<file path="config.mk">
export PLATFORM = sky130hd
export DESIGN_NAME = fc_bias_add_sched_flat
export DESIGN_NICKNAME = d
export VERILOG_FILES = /design/src/rtl/fc_bias_add_sched_pkg.sv /design/src/rtl/fc_bias_add_sched_if.sv /design/src/rtl/fc_bias_add_sched_lat_counter.sv /design/src/rtl/fc_bias_add_sched.sv /design/src/flat_wrapper.sv
export SDC_FILE = /design/constraint.sdc
export NUM_CORES = 1
export LEC_CHECK = 0
export BUFFER_PORTS_ARGS = -buffer_cell sky130_fd_sc_hd__buf_2
export CAP_MARGIN = 25
export CORE_UTILIZATION = 59
export DETAILED_ROUTE_END_ITERATION = 16
export HOLD_SLACK_MARGIN = 0.15
export PLACE_DENSITY = 0.86
export SYNTH_ARGS = -nofsm -noshare
export SYNTH_HDL_FRONTEND = slang
export SYNTH_HIERARCHICAL = 1
export SYNTH_SLANG_ARGS = --single-unit
</file>
<file path="constraint.sdc">
create_clock -name clk -period 6 [get_ports clk]
set_input_delay 0.3 -clock clk [delete_from_list [all_inputs] [get_ports clk]]
set_output_delay 0.3 -clock clk [all_outputs]
set_load 0.05 [all_outputs]
</file>
<file path="src/rtl/fc_bias_add_sched_pkg.sv">
// Shared definitions for the fully-connected bias-add scheduler:
// the FSM state encoding and the default layer geometry constants.
package fc_pkg;

    typedef enum logic [2:0] {
        IDLE,
        FETCH,
        WAIT_BIAS,
        WAIT_ACC,
        OUT
    } fc_bias_state_e;

    localparam int FC_LENGTH      = 4;
    localparam int FC_BIAS_ADDR_W = 10;
    localparam int FC_MAX_TILES   = 256;

    // Bias read latency is at most 7 cycles, so a 3-bit counter covers it.
    localparam int FC_LAT_W       = 3;

endpackage

</file>
<file path="src/rtl/fc_bias_add_sched_if.sv">
// Signal bundle between the bias-add scheduler and its surroundings:
// layer control, bias memory read port, MAC accumulator handshake and
// the downstream result handshake.
// When FC_BIAS_SCHED_PERF_EN is defined the bundle also carries the
// 32-bit stall_cycles performance counter.
interface fc_bias_add_sched_if #(
    parameter int TILE_W      = 9,
    parameter int BIAS_ADDR_W = 10
);

    logic                   start;
    logic [TILE_W-1:0]      cfg_num_tiles;
    logic [BIAS_ADDR_W-1:0] cfg_bias_base;
    logic                   busy;
    logic                   done;
    logic                   bias_rd_en;
    logic [BIAS_ADDR_W-1:0] bias_rd_addr;
    logic                   acc_valid;
    logic                   acc_ready;
    logic                   add_ena;
    logic                   out_valid;
    logic                   out_ready;
    logic [TILE_W-1:0]      out_tile_idx;
`ifdef FC_BIAS_SCHED_PERF_EN
    logic [31:0]            stall_cycles;
`endif

`ifdef FC_BIAS_SCHED_PERF_EN
    // Environment side: issues layers, supplies accumulators, sinks results.
    modport master (
        output start, cfg_num_tiles, cfg_bias_base, acc_valid, out_ready,
        input  busy, done, bias_rd_en, bias_rd_addr, acc_ready, add_ena,
               out_valid, out_tile_idx, stall_cycles
    );

    // Scheduler side.
    modport slave (
        input  start, cfg_num_tiles, cfg_bias_base, acc_valid, out_ready,
        output busy, done, bias_rd_en, bias_rd_addr, acc_ready, add_ena,
               out_valid, out_tile_idx, stall_cycles
    );
`else
    // Environment side: issues layers, supplies accumulators, sinks results.
    modport master (
        output start, cfg_num_tiles, cfg_bias_base, acc_valid, out_ready,
        input  busy, done, bias_rd_en, bias_rd_addr, acc_ready, add_ena,
               out_valid, out_tile_idx
    );

    // Scheduler side.
    modport slave (
        input  start, cfg_num_tiles, cfg_bias_base, acc_valid, out_ready,
        output busy, done, bias_rd_en, bias_rd_addr, acc_ready, add_ena,
               out_valid, out_tile_idx
    );
`endif

endinterface

</file>
<file path="src/rtl/fc_bias_add_sched_lat_counter.sv">
// Loadable down-counter with a terminal flag. Used to time out the bias
// memory read latency: loaded with the latency, decremented once per wait
// cycle, and terminal is raised while the count sits at 1 (last wait cycle).
module fc_lat_counter
    import fc_pkg::*;
#(
    parameter int W = FC_LAT_W
) (
    input  logic         clk,
    input  logic         rstn,
    input  logic         load,
    input  logic [W-1:0] load_val,
    input  logic         dec,
    output logic         terminal
);

    logic [W-1:0] count;

    // Count register: load wins over decrement, and the count never wraps below 0.
    always_ff @(posedge clk) begin
        if (!rstn) begin
            count <= '0;
        end else if (load) begin
            count <= load_val;
        end else if (dec && (count != '0)) begin
            count <= count - 1'b1;
        end
    end

    assign terminal = (count == W'(1));

endmodule

</file>
<file path="src/rtl/fc_bias_add_sched.sv">
// Bias-add sequencer for one FC engine. Walks the layer tile by tile:
// read the bias word, wait out the memory latency, accept one accumulated
// vector from the MAC array (pulsing the bias adder enable), then present
// the registered sum downstream with valid/ready backpressure.
// Optional feature: FC_BIAS_SCHED_PERF_EN adds a saturating stall counter.
module fc_bias_add_sched
    import fc_pkg::*;
#(
    parameter int LENGTH      = FC_LENGTH,
    parameter int BIAS_RD_LAT = 1,
    parameter int MAX_TILES   = FC_MAX_TILES,
    parameter int TILE_W      = $clog2(MAX_TILES) + 1,
    parameter int BIAS_ADDR_W = FC_BIAS_ADDR_W
) (
    input  logic                  clk,
    input  logic                  rstn,
    fc_bias_add_sched_if.slave    bus
);

    // Reject parameter sets the counters and tile index cannot represent.
    if (LENGTH < 1 || BIAS_RD_LAT < 1 || BIAS_RD_LAT > 7 ||
        MAX_TILES < 1 || MAX_TILES >= (1 << TILE_W)) begin : g_param_check
        $error("fc_bias_add_sched: illegal parameter combination");
    end

    localparam logic [TILE_W-1:0]   MAX_T   = TILE_W'(MAX_TILES);
    localparam logic [FC_LAT_W-1:0] LAT_VAL = FC_LAT_W'(BIAS_RD_LAT);

    fc_bias_state_e          state;
    fc_bias_state_e          state_nxt;
    logic [TILE_W-1:0]       tile_idx;
    logic [TILE_W-1:0]       num_tiles_q;
    logic [BIAS_ADDR_W-1:0]  base_q;
    logic                    done_q;
    logic [TILE_W-1:0]       tiles_clamped;
    logic                    last_tile;
    logic                    lat_load;
    logic                    lat_dec;
    logic                    lat_term;

    assign tiles_clamped = (bus.cfg_num_tiles > MAX_T) ? MAX_T : bus.cfg_num_tiles;
    assign last_tile     = (tile_idx == (num_tiles_q - 1'b1));

    fc_lat_counter #(
        .W (FC_LAT_W)
    ) u_lat_counter (
        .clk      (clk),
        .rstn     (rstn),
        .load     (lat_load),
        .load_val (LAT_VAL),
        .dec      (lat_dec),
        .terminal (lat_term)
    );

    // State register.
    always_ff @(posedge clk) begin
        if (!rstn) begin
            state <= IDLE;
        end else begin
            state <= state_nxt;
        end
    end

    // Next-state logic and latency counter control.
    always_comb begin
        state_nxt = state;
        lat_load  = 1'b0;
        lat_dec   = 1'b0;
        case (state)
            IDLE: begin
                if (bus.start && (tiles_clamped != '0)) begin
                    state_nxt = FETCH;
                end
            end
            FETCH: begin
                lat_load  = 1'b1;
                state_nxt = WAIT_BIAS;
            end
            WAIT_BIAS: begin
                lat_dec = 1'b1;
                if (lat_term) begin
                    state_nxt = WAIT_ACC;
                end
            end
            WAIT_ACC: begin
                if (bus.acc_valid) begin
                    state_nxt = OUT;
                end
            end
            OUT: begin
                if (bus.out_ready) begin
                    state_nxt = last_tile ? IDLE : FETCH;
                end
            end
            default: begin
                state_nxt = IDLE;
            end
        endcase
    end

    // Layer configuration, tile index and the end-of-layer done pulse.
    always_ff @(posedge clk) begin
        if (!rstn) begin
            num_tiles_q <= '0;
            base_q      <= '0;
            tile_idx    <= '0;
            done_q      <= 1'b0;
        end else begin
            done_q <= 1'b0;
            case (state)
                IDLE: begin
                    if (bus.start) begin
                        if (tiles_clamped != '0) begin
                            num_tiles_q <= tiles_clamped;
                            base_q      <= bus.cfg_bias_base;
                            tile_idx    <= '0;
                        end else begin
                            done_q <= 1'b1;
                        end
                    end
                end
                OUT: begin
                    if (bus.out_ready) begin
                        if (last_tile) begin
                            done_q <= 1'b1;
                        end else begin
                            tile_idx <= tile_idx + 1'b1;
                        end
                    end
                end
                default: begin
                end
            endcase
        end
    end

`ifdef FC_BIAS_SCHED_PERF_EN
    logic [31:0] stall_q;

    // Count cycles lost waiting on the MAC array or on downstream, saturating.
    always_ff @(posedge clk) begin
        if (!rstn) begin
            stall_q <= '0;
        end else if ((state == IDLE) && bus.start) begin
            stall_q <= '0;
        end else if ((((state == WAIT_ACC) && !bus.acc_valid) ||
                      ((state == OUT) && !bus.out_ready)) && (stall_q != '1)) begin
            stall_q <= stall_q + 1'b1;
        end
    end

    assign bus.stall_cycles = stall_q;
`endif

    assign bus.busy         = (state != IDLE);
    assign bus.done         = done_q;
    assign bus.bias_rd_en   = (state == FETCH);
    assign bus.bias_rd_addr = base_q + BIAS_ADDR_W'(tile_idx);
    assign bus.acc_ready    = (state == WAIT_ACC);
    assign bus.add_ena      = bus.acc_valid && (state == WAIT_ACC);
    assign bus.out_valid    = (state == OUT);
    assign bus.out_tile_idx = tile_idx;

endmodule

</file>
<file path="src/flat_wrapper.sv">
// flat-port wrapper written by rule: the top's interface ports become plain ports
module fc_bias_add_sched_flat import fc_pkg::*;
#(
    parameter int LENGTH      = FC_LENGTH,
    parameter int BIAS_RD_LAT = 1,
    parameter int MAX_TILES   = FC_MAX_TILES,
    parameter int TILE_W      = $clog2(MAX_TILES) + 1,
    parameter int BIAS_ADDR_W = FC_BIAS_ADDR_W
)
  (clk, rstn, bus_start, bus_cfg_num_tiles, bus_cfg_bias_base, bus_acc_valid, bus_out_ready, bus_busy, bus_done, bus_bias_rd_en, bus_bias_rd_addr, bus_acc_ready, bus_add_ena, bus_out_valid, bus_out_tile_idx);
  fc_bias_add_sched_if #(.TILE_W(TILE_W), .BIAS_ADDR_W(BIAS_ADDR_W)) bus_i ();
  input  logic clk;
  input  logic rstn;
  input wire logic [$bits(bus_i.start)-1:0] bus_start;
  input wire logic [$bits(bus_i.cfg_num_tiles)-1:0] bus_cfg_num_tiles;
  input wire logic [$bits(bus_i.cfg_bias_base)-1:0] bus_cfg_bias_base;
  input wire logic [$bits(bus_i.acc_valid)-1:0] bus_acc_valid;
  input wire logic [$bits(bus_i.out_ready)-1:0] bus_out_ready;
  output wire logic [$bits(bus_i.busy)-1:0] bus_busy;
  output wire logic [$bits(bus_i.done)-1:0] bus_done;
  output wire logic [$bits(bus_i.bias_rd_en)-1:0] bus_bias_rd_en;
  output wire logic [$bits(bus_i.bias_rd_addr)-1:0] bus_bias_rd_addr;
  output wire logic [$bits(bus_i.acc_ready)-1:0] bus_acc_ready;
  output wire logic [$bits(bus_i.add_ena)-1:0] bus_add_ena;
  output wire logic [$bits(bus_i.out_valid)-1:0] bus_out_valid;
  output wire logic [$bits(bus_i.out_tile_idx)-1:0] bus_out_tile_idx;
  assign bus_i.start = bus_start;
  assign bus_i.cfg_num_tiles = bus_cfg_num_tiles;
  assign bus_i.cfg_bias_base = bus_cfg_bias_base;
  assign bus_i.acc_valid = bus_acc_valid;
  assign bus_i.out_ready = bus_out_ready;
  assign bus_busy = bus_i.busy;
  assign bus_done = bus_i.done;
  assign bus_bias_rd_en = bus_i.bias_rd_en;
  assign bus_bias_rd_addr = bus_i.bias_rd_addr;
  assign bus_acc_ready = bus_i.acc_ready;
  assign bus_add_ena = bus_i.add_ena;
  assign bus_out_valid = bus_i.out_valid;
  assign bus_out_tile_idx = bus_i.out_tile_idx;
  fc_bias_add_sched #(.LENGTH(LENGTH), .BIAS_RD_LAT(BIAS_RD_LAT), .MAX_TILES(MAX_TILES), .TILE_W(TILE_W), .BIAS_ADDR_W(BIAS_ADDR_W)) u_core (.clk(clk), .rstn(rstn), .bus(bus_i));
endmodule
</file>
Word-level counts from Yosys, hierarchy flattened
Cells that the tools add are included.
{ "word_totals": {"reg_bits": 35, "out_inout_bits": 25, "wordCells": 60} }
{ "classes": {"n_addsub": 4, "order_cmp": 1, "eq_ne": 13, "muxes": 21, "bitwise": 1, "n_reduce_logical": 13} }
{ "ops": {"columns": ["operator", "n"], "rows": [
  ["$mux W9", 5],
  ["$pmux W9 S2", 1],
  ["$pmux W3 S5", 1],
  ["$mux W3", 4],
  ["$add A10 B9 Y10", 1],
  ["$add A9 B1 Y9 const B", 1],
  ["$eq A9 B9 Y1", 1],
  ["$gt A9 B9 Y1 const B", 1],
  ["$mux W1", 9],
  ["$reduce_bool A9 Y1", 1],
  ["$sub A9 B1 Y9 const B", 1],
  ["$ne A2 B2 Y1 const B", 4],
  ["$eq A3 B1 Y1 const B", 2],
  ["$eq A3 B2 Y1 const B", 2],
  ["$ne A2 B1 Y1 const B", 3],
  ["$reduce_bool A3 Y1", 2],
  ["$reduce_and A5 Y1", 1],
  ["$reduce_and A4 Y1", 1],
  ["$reduce_bool A2 Y1", 2],
  ["$eq A3 B3 Y1 const B", 1],
  ["$logic_and A1 B1 Y1", 3],
  ["$logic_not A3 Y1", 1],
  ["$reduce_and A3 Y1", 1],
  ["$sub A3 B1 Y3 const B", 1],
  ["other kinds (3)", 3]
]} }

Logic depth before layout (Yosys ltp)
{ "depth": {"depth_word": 6, "ltp_mapped": 10, "ltp_nobuf": 10} }

Cells and area by module
Netlist, hierarchy kept.
{ "modules_own_cells": {"columns": ["mod", "n_inst", "cells_per_inst", "area_per_inst_um2", "seq_area_each_um2"], "rows": [
  ["fc_bias_add_sched", 1, 255, 2052.0, 640.6],
  ["fc_lat_counter", 1, 26, 221.5, 60.1]
]} }

Worst setup path before layout
OpenSTA, ideal clock, no wires.
{ "synth_path": {"path_kind": "flip-flop to output port", "from": "register u_core.tile_idx[1] (netlist: u_core/bus.out_tile_idx[1])", "to": "output port bus_bias_rd_addr[9]", "arrival_time_ps": 3750, "required_time_ps": 5700, "slack_ps": 1950, "stages_incl_launch_ff": 8, "cell_sequence": "dfxtp_1 ha_1 a21o_1 a21oi_1 o21bai_1 a21oi_1 o21ai_0 o311ai_0"} }
{ "synth_between": {"elab_chain_len": 1} }
{ "synth_lines": {"columns": ["item", "line", "source"], "rows": [
  ["start: declaration", "fc_bias_add_sched.sv:31", "logic [TILE_W-1:0] tile_idx;"],
  ["start signal: assignment", "fc_bias_add_sched.sv:127", "tile_idx <= tile_idx + 1'b1;"],
  ["$add A10 B9 Y10", "fc_bias_add_sched.sv:158", "assign bus.bias_rd_addr = base_q + BIAS_ADDR_W'(tile_idx);"],
  ["end: declaration", "flat_wrapper.sv:22", "output wire logic [$bits(bus_i.bias_rd_addr)-1:0] bus_bias_rd_addr;"]
]} }
No other way between the ends.

Worst setup path in the final report
{ "layout_path": {"from": "register u_core.tile_idx[0] (netlist: u_core/bus.out_tile_idx[0])", "to": "output port bus_bias_rd_addr[8]"} }
The elaborated chain is that of the path after synthesis.

==> qor.csv <==
stage;metric;value;unit
detailed_routing;ant_nets;0;
yosys;synth_area;0.00227;mm2
global_routing;grt_usage;27.4;%
critical_path;path_depth;11;
detailed_routing;routed_wl;5130;um
sta;min_period_over_period;50.7;%
clock_tree;cts_root_buf;clkbuf_8;
yosys;async_flop_share;0;%
clock_tree;clockBufferDepth;2;
place;place_inst;369;
place;hpwlAfterDp;3820;um
yosys;synth.avg_cell_area;8.09;um2
critical_path;crit_type;reg2out;
min_path;hold_class;in2reg;
yosys;synthDistinctLibCells;55;
critical_path;r2r_cells;5;
detailed_routing;via_per_inst;5.73;
place;portBuffers;48;
sta;max_freq;328;MHz
critical_path;required;5.70;ns
clock_tree;worstSkewPairLatency;0.28;ns
global_routing;grt-ovfl-total;0;
global_routing;grt_max_degree;31;
critical_path;worst_path_largest_cell_delay;0.49;ns
clock_tree;cts.sinks;35;
global_routing;antenna_found_initial;0;
sta;setup_violations;0;
yosys;synth-seq-cells;35;
detailed_routing;drc;0;
floorplan;start_util;61.6;%
critical_path;rr_endpoint;u_core/bus.out_tile_idx[2]$_SDFFE_PN0P_;
global_routing;grt_pass1_vias;2049;
critical_path;end_kind;primary output;
floorplan;core;0.00369;mm2
final_layout;layout-drive-gt1-share;19.8;%
yosys;synth_top_cell_area_share;30.8;%
clock_tree;cts_tree;yes;
detailed_routing;vias;2162;
floorplan;top_level_ports;49;
yosys;synth_warnings;6;
critical_path;critPathTopFamily;compound AO/OA/AOI/OAI gates;
sta;worst_slew_pin_slew;1.02;ns
final_layout;final_core_util;71.5;%
critical_path;cp_data_arrival_time;2.74;ns
clock_tree;cts_hold_buf;0;
sta;hold_viol;0;
sta;drv_slew;0;
floorplan;die_w;64.1;um
sta;clock_skew;0.00346;ns
clock_tree;numCtsBuffers;5;
final_layout;finalNetCount;367;
floorplan;die_h;64.1;um
critical_path;cp-start-kind;register;
yosys;yosys.area.top_type;dfxtp_1;
yosys;synth_edf_count;0;
place;placed_area;0.00254;mm2
yosys;netlist_instances;281;
status;status;complete, no violations;
clock_tree;cts_setup_buffers;0;
detailed_routing;dr.pass1.iters;4;
final_layout;final_cells;377;
place;place.gp.congestion;0.812;
clock_tree;htreeDepth;2;
critical_path;crit_end;bus_bias_rd_addr[8];
pwr;p_leak;1.16;nW
yosys;synth_ff_type;dfxtp_1;
sta;relSlewSlack;31.0;%
final_layout;fin_area;0.00264;mm2
critical_path;cp_max_fo;7;
floorplan;row_count;22;
critical_path;r2r_slack;3.06;ns
sta;setup_tns;0;ns
critical_path;slowest_stage;dfxtp_1;
critical_path;cp_cell_sequence;ha_1 > inv_1 > fa_1 > inv_1 > a21oi_1 > o21bai_1 > a21o_1 > a21oi_1 > o21ai_0 > xor2_1 > buf_2;
global_routing;grt_pass1_wl;8910;um
yosys;ys_top_cells_by_area;dfxtp_1 (31%), nand2_1 (7.8%), ha_1 (7.7%), a21boi_0 (5.9%), xnor2_1 (5.0%);
floorplan;dieArea;0.00411;mm2
critical_path;cp.buffers_inverters;3;
sta;hold_ws;0.265;ns
final_layout;syn2layout_area_growth;16.1;%
detailed_routing;drt_iter0_markers;119;
sta;post-route-min-period;3.04;ns
pwr;power_density;227;mW/mm2
critical_path;r2r-start;u_core/state[2]$_SDFFE_PN0P_;
detailed_routing;detail_route.wl_per_cell;13.6;um
flow_run;cap_violations;0;
yosys;seq_area_frac_synth;30.8;%
clock_tree;cts-resized-gates;0;
sta;rsz0062_at_grt;false;
critical_path;crit_start;u_core/bus.out_tile_idx[0]$_SDFFE_PN0P_;
clock_tree;path_clk_slew;0.07;ns
pwr;ir_drop;0.164;mV
final_layout;diodes;0;
[logic make-up after synthesis]
kind of cell | after synthesis | share of synthesized area [%]
adders and majority gates | 15 | 8.59
muxes | 2 | 0.881
AOI/OAI and AO/OA | 62 | 18.5
buffers and inverters | 24 | 4.18
and+or+nand+nor | 120 | 28.6
other | 2 | 0.330
xor gates and xnor gates | 21 | 8.09
DFF | 35 | 30.8
[how the worst min path moves through the flow]
| stage | from | to | slack [ns] | cells after the start |
|---|---|---|---|---|
| 6_report | bus_cfg_bias_base[4] | u_core/base_q[4]$_SDFFE_PN0P_ | 0.27 | 3 |
| 5_1_grt | bus_cfg_bias_base[2] | u_core/base_q[2]$_SDFFE_PN0P_ | 0.26 | 3 |
| 4_1_cts | bus_cfg_bias_base[2] | u_core/base_q[2]$_SDFFE_PN0P_ | 0.26 | 3 |
| 3_5_place_dp | u_core/base_q[5]$_SDFFE_PN0P_ | u_core/base_q[5]$_SDFFE_PN0P_ | 0.46 | 2 |
| 3_3_place_gp | u_core/base_q[8]$_SDFFE_PN0P_ | u_core/base_q[8]$_SDFFE_PN0P_ | 0.46 | 2 |
| 2_1_floorplan | rstn | u_core/u_lat_counter/count[2]$_SDFFE_PN0P_ | 0.44 | 2 |
[Yosys cell counts (3+ instances only)]
master    count
a21oi_1      14
or4_1         4
nand3b_1      9
ha_1         14
nand4_1       5
dfxtp_1      35
inv_1        15
clkbuf_1      7
nand2_1      47
xnor2_1      13
xor2_1        8
nor2_1       11
o21ai_0       9
a21boi_0     18
or3_1         5
nor3_1        8
nand3_1       5
and3_1        3
nor3b_1       3
[cell usage in the layout, fill, tap and decap left out, types with 7 or more instances in the layout]
cell type,instances
xor2_1,8
nor3_1,8
nor2_1,11
nand3b_1,9
a21boi_0,18
inv_1,15
o21ai_0,9
ha_1,14
nand2_1,47
clkbuf_8,7
buf_2,48
a21oi_1,14
xnor2_1,13
dfxtp_1,35
[worst reg2reg max path, cell delays in order, from the launching register on]
cell and delay (ns):
dfxtp_1 0.41, nor4b_1 0.93, nand2_1 0.70, nand2_1 0.50, nor2_1 0.08, a31o_1 0.22
[where the power goes]
group,switching (W),leakage [nW],internal (W),total [W]
registers,0.0000145,0.285,0.000245,0.000260
logic,0.000100,0.828,0.0000532,0.000153
clock network,0.0000801,0.0515,0.000105,0.000185
total,0.000195,1.16,0.000403,0.000598
[layout make-up]
cell class                 instances  area [um2]
timing repair buffer              48         240
fill                             317        1050
inverter                          15        56.3
clock buffer                       8         100
tap                               48        60.1
sequential                        35         701
multi-input combinational        223        1480
[layer usage]
| metal | routed length [um] | track usage (%) |
|---|---|---|
| met5 | 0 | 0 |
| met4 | 76 | 9.09 |
| met3 | 230 | 3.75 |
| met2 | 2530 | 47.9 |
| met1 | 2290 | 34.4 |
[flip-flops by register name (all words and copies together), names as in the netlist]
register,cells
u_core/bus.out_tile_idx,9
u_core/bus.done,1
u_core/num_tiles_q,9
u_core/base_q,10
u_core/state,3
u_core/u_lat_counter/count,3
[stage by stage]
stage	setup WS [ns]	total power (W)
2_1_floorplan	1.95	0.000381
3_3_place_gp	3.31	0.000412
3_5_place_dp	3.16	0.000418
4_1_cts	2.92	0.000600
5_1_grt	2.71	0.000631
6_report	2.96	0.000598
Note: power is estimated with default switching activity, not from simulation.
